`config.mk`:
```
export PLATFORM = sky130hd
export DESIGN_NAME = spi_regslave
export DESIGN_NICKNAME = d
export VERILOG_FILES = /design/src/rtl/spi_regslave_pkg.sv /design/src/rtl/spi_sync_edge.sv /design/src/rtl/spi_regslave.sv
export SDC_FILE = /design/constraint.sdc
export NUM_CORES = 1
export LEC_CHECK = 0
export ABC_AREA = 1
export BUFFER_PORTS_ARGS = -buffer_cell sky130_fd_sc_hd__buf_2
export CORE_ASPECT_RATIO = 0.6
export CORE_MARGIN = 1
export CORE_UTILIZATION = 59
export CTS_CLUSTER_DIAMETER = 50
export DETAILED_ROUTE_END_ITERATION = 16
export PLACE_DENSITY = 0.95
export SYNTH_ARGS = -nofsm -noshare
export SYNTH_HDL_FRONTEND = slang
export SYNTH_SLANG_ARGS = --single-unit
export TNS_END_PERCENT = 30
```
`constraint.sdc`:
```
create_clock -name fclk -period 3.8 [get_ports fclk]
set_clock_uncertainty 0.2 [all_clocks]
set_input_delay 0.38 -clock fclk [delete_from_list [all_inputs] [get_ports fclk]]
set_output_delay 0.38 -clock fclk [all_outputs]
set_load 0.01 [all_outputs]
```
`src/rtl/spi_regslave_pkg.sv`:
```
// spi_regslave_pkg
// Shared definitions for the AVR-facing SPI register slave: legal parameter
// ranges, the default register base, the phase-state encoding and a
// parameter-legality helper used by the top level.
// No ports (package).
// Related build macro: SPI_READBACK_EN (consumed by spi_regslave).

package spi_regslave_pkg;

    localparam int DATA_W_MIN      = 8;
    localparam int DATA_W_MAX      = 64;
    localparam int N_REGS_MIN      = 1;
    localparam int N_REGS_MAX      = 16;
    localparam int SYNC_STAGES_MIN = 2;

    localparam logic [7:0] BASE_ADDR_DEFAULT = 8'h40;

    // Phase of the SPI transaction, follows the synchronised chip-select level.
    typedef enum logic {
        PH_ADDR = 1'b0,
        PH_DATA = 1'b1
    } phase_e;

    // True when the parameter set describes a register map that fits the
    // 8-bit register-number space and a safe synchroniser depth.
    function automatic bit params_legal(input int data_w, input int n_regs,
                                        input logic [7:0] base, input int stages);
        return (data_w >= DATA_W_MIN) && (data_w <= DATA_W_MAX) &&
               (n_regs >= N_REGS_MIN) && (n_regs <= N_REGS_MAX) &&
               ((int'(base) + n_regs - 1) <= 255) &&
               (stages >= SYNC_STAGES_MIN);
    endfunction

endpackage

```
`src/rtl/spi_sync_edge.sv`:
```
// spi_sync_edge
// Multi-flop synchroniser for one asynchronous SPI pin, followed by one extra
// flop so that rising and falling edges of the synchronised level can be
// reported as single-cycle pulses.
// Ports:
//   clk   in  system clock
//   rst_n in  asynchronous active-low reset (whole chain resets to RST_VAL)
//   d     in  asynchronous pin
//   level out synchronised level
//   rise  out one-cycle pulse on a synchronised 0->1 transition
//   fall  out one-cycle pulse on a synchronised 1->0 transition

module spi_sync_edge #(
    parameter int   STAGES  = 2,
    parameter logic RST_VAL = 1'b0
) (
    input  logic clk,
    input  logic rst_n,
    input  logic d,
    output logic level,
    output logic rise,
    output logic fall
);

    logic [STAGES-1:0] sync_r;
    logic              prev_r;

    // Synchroniser chain plus the edge-detect history stage.
    always_ff @(posedge clk or negedge rst_n) begin
        if (!rst_n) begin
            sync_r <= {STAGES{RST_VAL}};
            prev_r <= RST_VAL;
        end else begin
            sync_r <= {sync_r[STAGES-2:0], d};
            prev_r <= sync_r[STAGES-1];
        end
    end

    assign level = sync_r[STAGES-1];
    assign rise  = sync_r[STAGES-1] & ~prev_r;
    assign fall  = ~sync_r[STAGES-1] & prev_r;

endmodule

```
`src/rtl/spi_regslave.sv`:
```
// spi_regslave
// SPI (mode 0) slave register file for the AVR. An 8-bit register number is
// shifted in LSB first while chip select is high; while chip select is low a
// DATA_W-bit data frame is exchanged. On the closing chip-select edge a frame
// of exactly DATA_W bits to a valid register is committed and strobed; any
// other non-zero length to a valid register sets a sticky frame error.
// Build macro SPI_READBACK_EN: when defined the data phase returns the
// committed register value instead of rd_in.
// Ports:
//   fclk      in  system clock
//   rst_n     in  asynchronous active-low reset
//   spics_n   in  SPI chip select (async)
//   spick     in  SPI clock (async)
//   spido     in  SPI MOSI (async)
//   spidi     out SPI MISO
//   status_in in  status byte returned during the address phase
//   rd_in     in  per-register read data, lane i at [i*DATA_W +: DATA_W]
//   wr_data   out committed register values, same lane layout
//   wr_stb    out one-cycle commit pulse per register
//   frame_err out sticky wrong-length flag
//   err_clr   in  synchronous clear of frame_err

module spi_regslave
    import spi_regslave_pkg::*;
#(
    parameter int         DATA_W      = 8,
    parameter int         N_REGS      = 4,
    parameter logic [7:0] BASE_ADDR   = BASE_ADDR_DEFAULT,
    parameter int         SYNC_STAGES = 2
) (
    input  logic                     fclk,
    input  logic                     rst_n,
    input  logic                     spics_n,
    input  logic                     spick,
    input  logic                     spido,
    output logic                     spidi,
    input  logic [7:0]               status_in,
    input  logic [N_REGS*DATA_W-1:0] rd_in,
    output logic [N_REGS*DATA_W-1:0] wr_data,
    output logic [N_REGS-1:0]        wr_stb,
    output logic                     frame_err,
    input  logic                     err_clr
);

    // Counter is sized for the widest legal register so it can hold DATA_W+1.
    localparam int              CNT_W    = $clog2(DATA_W_MAX + 2);
    localparam logic [CNT_W-1:0] CNT_FULL = CNT_W'(DATA_W);
    localparam logic [CNT_W-1:0] CNT_SAT  = CNT_W'(DATA_W + 1);
    // A misconfigured instance decodes no register and therefore never writes.
    localparam bit PARAMS_OK = params_legal(DATA_W, N_REGS, BASE_ADDR, SYNC_STAGES);

    logic cs_lvl_s, cs_rise_s, cs_fall_s;
    logic sck_lvl_s, sck_rise_s, sck_fall_s;
    logic [SYNC_STAGES-1:0] sdo_sync_r;
    logic sdo_s;

    phase_e state_r, state_nxt_s;

    logic [7:0]               regnum_r;
    logic [CNT_W-1:0]         bitcnt_r;
    logic [DATA_W-1:0]        shift_in_r;
    logic [DATA_W-1:0]        shift_out_r;
    logic [N_REGS*DATA_W-1:0] wr_data_r;
    logic [N_REGS-1:0]        commit_r;
    logic [N_REGS-1:0]        wr_stb_r;
    logic                     frame_err_r;

    logic [7:0]        off_s;
    logic              valid_s;
    logic [DATA_W-1:0] sel_data_s;
    logic              set_err_s;
    logic              unused_s;

    spi_sync_edge #(.STAGES(SYNC_STAGES), .RST_VAL(1'b1)) u_cs_sync (
        .clk   (fclk),
        .rst_n (rst_n),
        .d     (spics_n),
        .level (cs_lvl_s),
        .rise  (cs_rise_s),
        .fall  (cs_fall_s)
    );

    spi_sync_edge #(.STAGES(SYNC_STAGES), .RST_VAL(1'b0)) u_sck_sync (
        .clk   (fclk),
        .rst_n (rst_n),
        .d     (spick),
        .level (sck_lvl_s),
        .rise  (sck_rise_s),
        .fall  (sck_fall_s)
    );

    // MOSI needs only a level; same depth as SCK so it is aligned with sck_rise_s.
    always_ff @(posedge fclk or negedge rst_n) begin
        if (!rst_n) begin
            sdo_sync_r <= '0;
        end else begin
            sdo_sync_r <= {sdo_sync_r[SYNC_STAGES-2:0], spido};
        end
    end
    assign sdo_s = sdo_sync_r[SYNC_STAGES-1];

    // Phase state register.
    always_ff @(posedge fclk or negedge rst_n) begin
        if (!rst_n) begin
            state_r <= PH_ADDR;
        end else begin
            state_r <= state_nxt_s;
        end
    end

    // Phase next-state: CS high is the address phase, CS low the data phase.
    always_comb begin
        state_nxt_s = state_r;
        case (state_r)
            PH_ADDR: begin
                if (!cs_lvl_s) begin
                    state_nxt_s = PH_DATA;
                end else begin
                    state_nxt_s = PH_ADDR;
                end
            end
            PH_DATA: begin
                if (cs_lvl_s) begin
                    state_nxt_s = PH_ADDR;
                end else begin
                    state_nxt_s = PH_DATA;
                end
            end
            default: state_nxt_s = PH_ADDR;
        endcase
    end

    // Register decode; the offset is computed in 8 bits before comparison.
    always_comb begin
        off_s   = regnum_r - BASE_ADDR;
        valid_s = PARAMS_OK && (regnum_r >= BASE_ADDR) && (off_s < 8'(N_REGS));
    end

    // Data-phase source: selected register lane, or all ones for an unknown register.
    always_comb begin
        sel_data_s = {DATA_W{1'b1}};
        for (int i = 0; i < N_REGS; i++) begin
            if (valid_s && (off_s == 8'(i))) begin
`ifdef SPI_READBACK_EN
                sel_data_s = wr_data_r[i*DATA_W +: DATA_W];
`else
                sel_data_s = rd_in[i*DATA_W +: DATA_W];
`endif
            end else begin
                sel_data_s = sel_data_s;
            end
        end
    end

    // Wrong-length frame to a real register; length 0 is a legal read-only frame.
    always_comb begin
        set_err_s = cs_rise_s && valid_s &&
                    (bitcnt_r != {CNT_W{1'b0}}) && (bitcnt_r != CNT_FULL);
    end

    // Shift engine and commit. CS edges take priority over a coincident SCK edge.
    always_ff @(posedge fclk or negedge rst_n) begin
        if (!rst_n) begin
            regnum_r    <= 8'h00;
            bitcnt_r    <= '0;
            shift_in_r  <= '0;
            shift_out_r <= '0;
            wr_data_r   <= '0;
            commit_r    <= '0;
            wr_stb_r    <= '0;
        end else begin
            // Strobe trails the data update by one cycle.
            wr_stb_r <= commit_r;
            commit_r <= '0;
            if (cs_fall_s) begin
                shift_out_r <= sel_data_s;
                shift_in_r  <= '0;
                bitcnt_r    <= '0;
            end else if (cs_rise_s) begin
                shift_out_r <= DATA_W'(status_in);
                regnum_r    <= 8'h00;
                bitcnt_r    <= '0;
                if (valid_s && (bitcnt_r == CNT_FULL)) begin
                    for (int i = 0; i < N_REGS; i++) begin
                        if (off_s == 8'(i)) begin
                            wr_data_r[i*DATA_W +: DATA_W] <= shift_in_r;
                            commit_r[i]                   <= 1'b1;
                        end
                    end
                end
            end else if (sck_rise_s) begin
                shift_out_r <= {1'b0, shift_out_r[DATA_W-1:1]};
                if (state_r == PH_ADDR) begin
                    regnum_r <= {sdo_s, regnum_r[7:1]};
                end else begin
                    shift_in_r <= {sdo_s, shift_in_r[DATA_W-1:1]};
                    if (bitcnt_r != CNT_SAT) begin
                        bitcnt_r <= bitcnt_r + CNT_W'(1);
                    end
                end
            end
        end
    end

    // Sticky frame error; a new error in the clearing cycle wins.
    always_ff @(posedge fclk or negedge rst_n) begin
        if (!rst_n) begin
            frame_err_r <= 1'b0;
        end else if (set_err_s) begin
            frame_err_r <= 1'b1;
        end else if (err_clr) begin
            frame_err_r <= 1'b0;
        end
    end

`ifdef SPI_READBACK_EN
    assign unused_s = &{1'b0, sck_lvl_s, sck_fall_s, ^rd_in};
`else
    assign unused_s = &{1'b0, sck_lvl_s, sck_fall_s};
`endif

    assign spidi     = shift_out_r[0];
    assign wr_data   = wr_data_r;
    assign wr_stb    = wr_stb_r;
    assign frame_err = frame_err_r;

endmodule

```
==> run metrics <==
first drt pass iteration count 5; die area between 6000 and 7000 sq um; Final Cycle Share 78.9%; clk_lat worst skew around 0.36 ns; Mapped Nets between 400 and 500; CP Max Fanout 18; final setup TNS 0 ns; largest net degree at the start of global routing 82; FF-to-FF path depth 6; vias per cell 5.64; status finished clean; most common flop cell mapped by yosys dfrtp_1; number of antenna cells inserted 0; total number of vias about 3500; CP max-delay cell clkinv_1; final-report max-slew violation count 0; fin cells approximately 620; mux share of post-synthesis cell area 0%; first-pass GRT wire length 15200 um; max capacitance violation total 0; Layout area overhead 17.4%; #FFs+latches synth around 80; Mapped Area between 3000 and 4000 sq um; Clock transition at path regs approximately 0.080 ns; layout cells sized above 1 between 20% and 30%; Die H approximately 65 um; Die Wd about 110 um; TritonCTS clock tree yes; RSZ-0062 raised after global routing no; largest family of logic cells by synthesized area simple AND/OR/NAND/NOR gates; worst-path cell chain ha_1 > clkinv_1 > nand2_1 > clkinv_1 > nand3_1 > o22ai_1; final hold violation count 0; ranking of synthesized cells by area dfrtp_1, nand2_1, inv_1; Final ANT Viol Nets 0; xor/xnor share of the synthesized area 0%; Avg Inst Size Synth a little under 9 sq um; post-synthesis cell type count 33; cell taking the most area after synthesis dfrtp_1; # DRC 0; DRC marker count from the first detailed-route iteration roughly 320; YS warnings 0; Slowest Stage Delay on Critical Path approximately 0.58 ns; Util after Layout between 70% and 80%; CP Data Arrival Time about 3 ns; Worst path top cell family by delay buffers and inverters; DP Area around 4400 sq um; Tightest Pin Transition 0.992 ns; Hold Slack approximately 0.14 ns; IO buf count 83; Core Region between 6000 and 7000 sq um; CP required 3.81 ns; endpoints failing setup 0; Initial Util roughly 63%; simple logic cell fraction of the synthesized area a little under a third; number of buffers and inverters on the critical path 2; HPWL after detailed placement between 6000 and 7000 um; Routed WL per cell around 15 um; Finished Cell Area between 4000 and 5000 sq um; routability congestion estimate between 0.8 and 0.9; power per cell area about 370 nW/um^2; fin worst setup slack around 0.8 ns; leading cell types in the layout, fill and taps excluded nand2_1, buf_2, dfrtp_1; Top cell by count, worst path clkinv_1; post-synthesis sequential area ratio 51.9%; adder-cell share of the synthesized area 1.60%; Clock Sinks 81; share of the synthesized area in the top cell type approximately half; fmax ~330 MHz; Post-synth EDFFs 0; GR Overflow Total 0; worst hold endpoint shift_out_r[4]; site row count 22; relative slew slack about a third; Nets roughly 580; worst-case clock buffer depth 2; R2R Path Start u_cs_sync.prev_r; crit path kind register to register; Mapped Cells around 450; hold path depth 3; Tot GR Track Use between 20% and 30%; Clock Root Buffer clkbuf_8; Worst Hold Class primary input to register; share of flip-flops with an asynchronous set or reset 100%; initial antenna violation count 0; commonest non-fill, non-tap cell in the layout nand2_1; total CTS buffers 9; vias in the first global route between 3000 and 4000; CTS resizes 0; maximum VDD drop approximately 0.23 mV; Setup WS pre-CTS 0.937 ns; flop2flop setup slack between 0.8 and 0.9 ns; H-tree Lvls 3; Compound-Gate Fraction of Synth Area under 10%; crit start category register; number of I/O pins 84; Worst setup EP type register; placed cells 600; WL final between 9000 and 10000 um; hold path start status_in[4]; Total Power ~1.7 mW; min Tclk post-route around 3.0 ns; Lkg Pwr ~2.5 nW; Worst R2R End shift_in_r[3]
-- Yosys cell counts (3+ instances only) --
master	count
buf_2	4
a31oi_1	7
clkbuf_1	4
dfstp_2	3
nand3_1	20
nor2_2	3
nor4_1	3
o22ai_1	16
buf_6	3
nor2_1	41
nand3b_1	16
ha_1	5
nand2_2	3
dfrtp_1	78
a21oi_1	8
inv_1	44
o21ai_2	16
nand2_1	133
nand4_1	18
-- how the worst max path moves through the flow --
stage                              from        endpoint  slack [ns]  cells past startpoint
finish                 u_cs_sync.prev_r   shift_in_r[3]        0.80                      6
global route           u_cs_sync.prev_r  shift_out_r[0]        0.63                      8
CTS                    u_cs_sync.prev_r  shift_out_r[0]        0.89                      8
detailed placement     u_cs_sync.prev_r  shift_out_r[0]        0.94                      8
global placement       u_cs_sync.prev_r   shift_in_r[0]        1.12                      6
floorplan           u_cs_sync.sync_r[1]  shift_out_r[6]        1.88                      8
-- timing repair --
item / 4_1_cts / 5_1_grt
buffers inserted: 0 / 0
hold endpoints to repair: 7 / 0
hold buffers: 5 / 0
-- sequential cells by signal, summed over array words and instances (netlist names) --
signal	cells
sdo_sync_r	2
wr_data	32
wr_stb	4
shift_out_r	8
commit_r	4
u_sck_sync.sync_r	2
bitcnt_r	7
frame_err	1
u_cs_sync.prev_r	1
u_sck_sync.prev_r	1
state_r	1
regnum_r	8
shift_in_r	8
u_cs_sync.sync_r	2
-- power by group --
part	leakage (nW)	switching (mW)	internal [mW]	total, mW
clock	0.0904	0.331	0.243	0.573
sequential	1.08	0.0301	0.897	0.927
combinational	1.32	0.120	0.0714	0.191
total	2.49	0.480	1.21	1.69
-- layer usage --
layer,GRT usage [%],part of all wire [%]
met5,0,0
met2,45.9,46
met4,8.22,1.3
met1,41.0,45
met3,5.84,7.8
-- worst min-delay path: stages --
cell and delay [ns]:
buf_2 0.08, a31oi_1 0.07, a21oi_1 0.13
-- final cells by class --
| type | count | area, sq um |
|---|---|---|
| Clock buffer | 9 | 124 |
| Clock inverter | 7 | 52.6 |
| Fill cell | 435 | 1660 |
| Inverter | 47 | 176 |
| Multi-Input combinational cell | 303 | 1620 |
| Sequential cell | 81 | 2030 |
| Tap cell | 84 | 105 |
| Timing Repair Buffer | 90 | 483 |
-- kinds of logic (layout without fill, tap and decap cells) --
group                      Yosys count  after routing
DFF                                 81             81
buffers and inverters               61            153
AOI/OAI and AO/OA                   50             50
and+or+nand+nor                    248            248
adders and majority gates            5              5
Power figures use the tool's default switching activity.
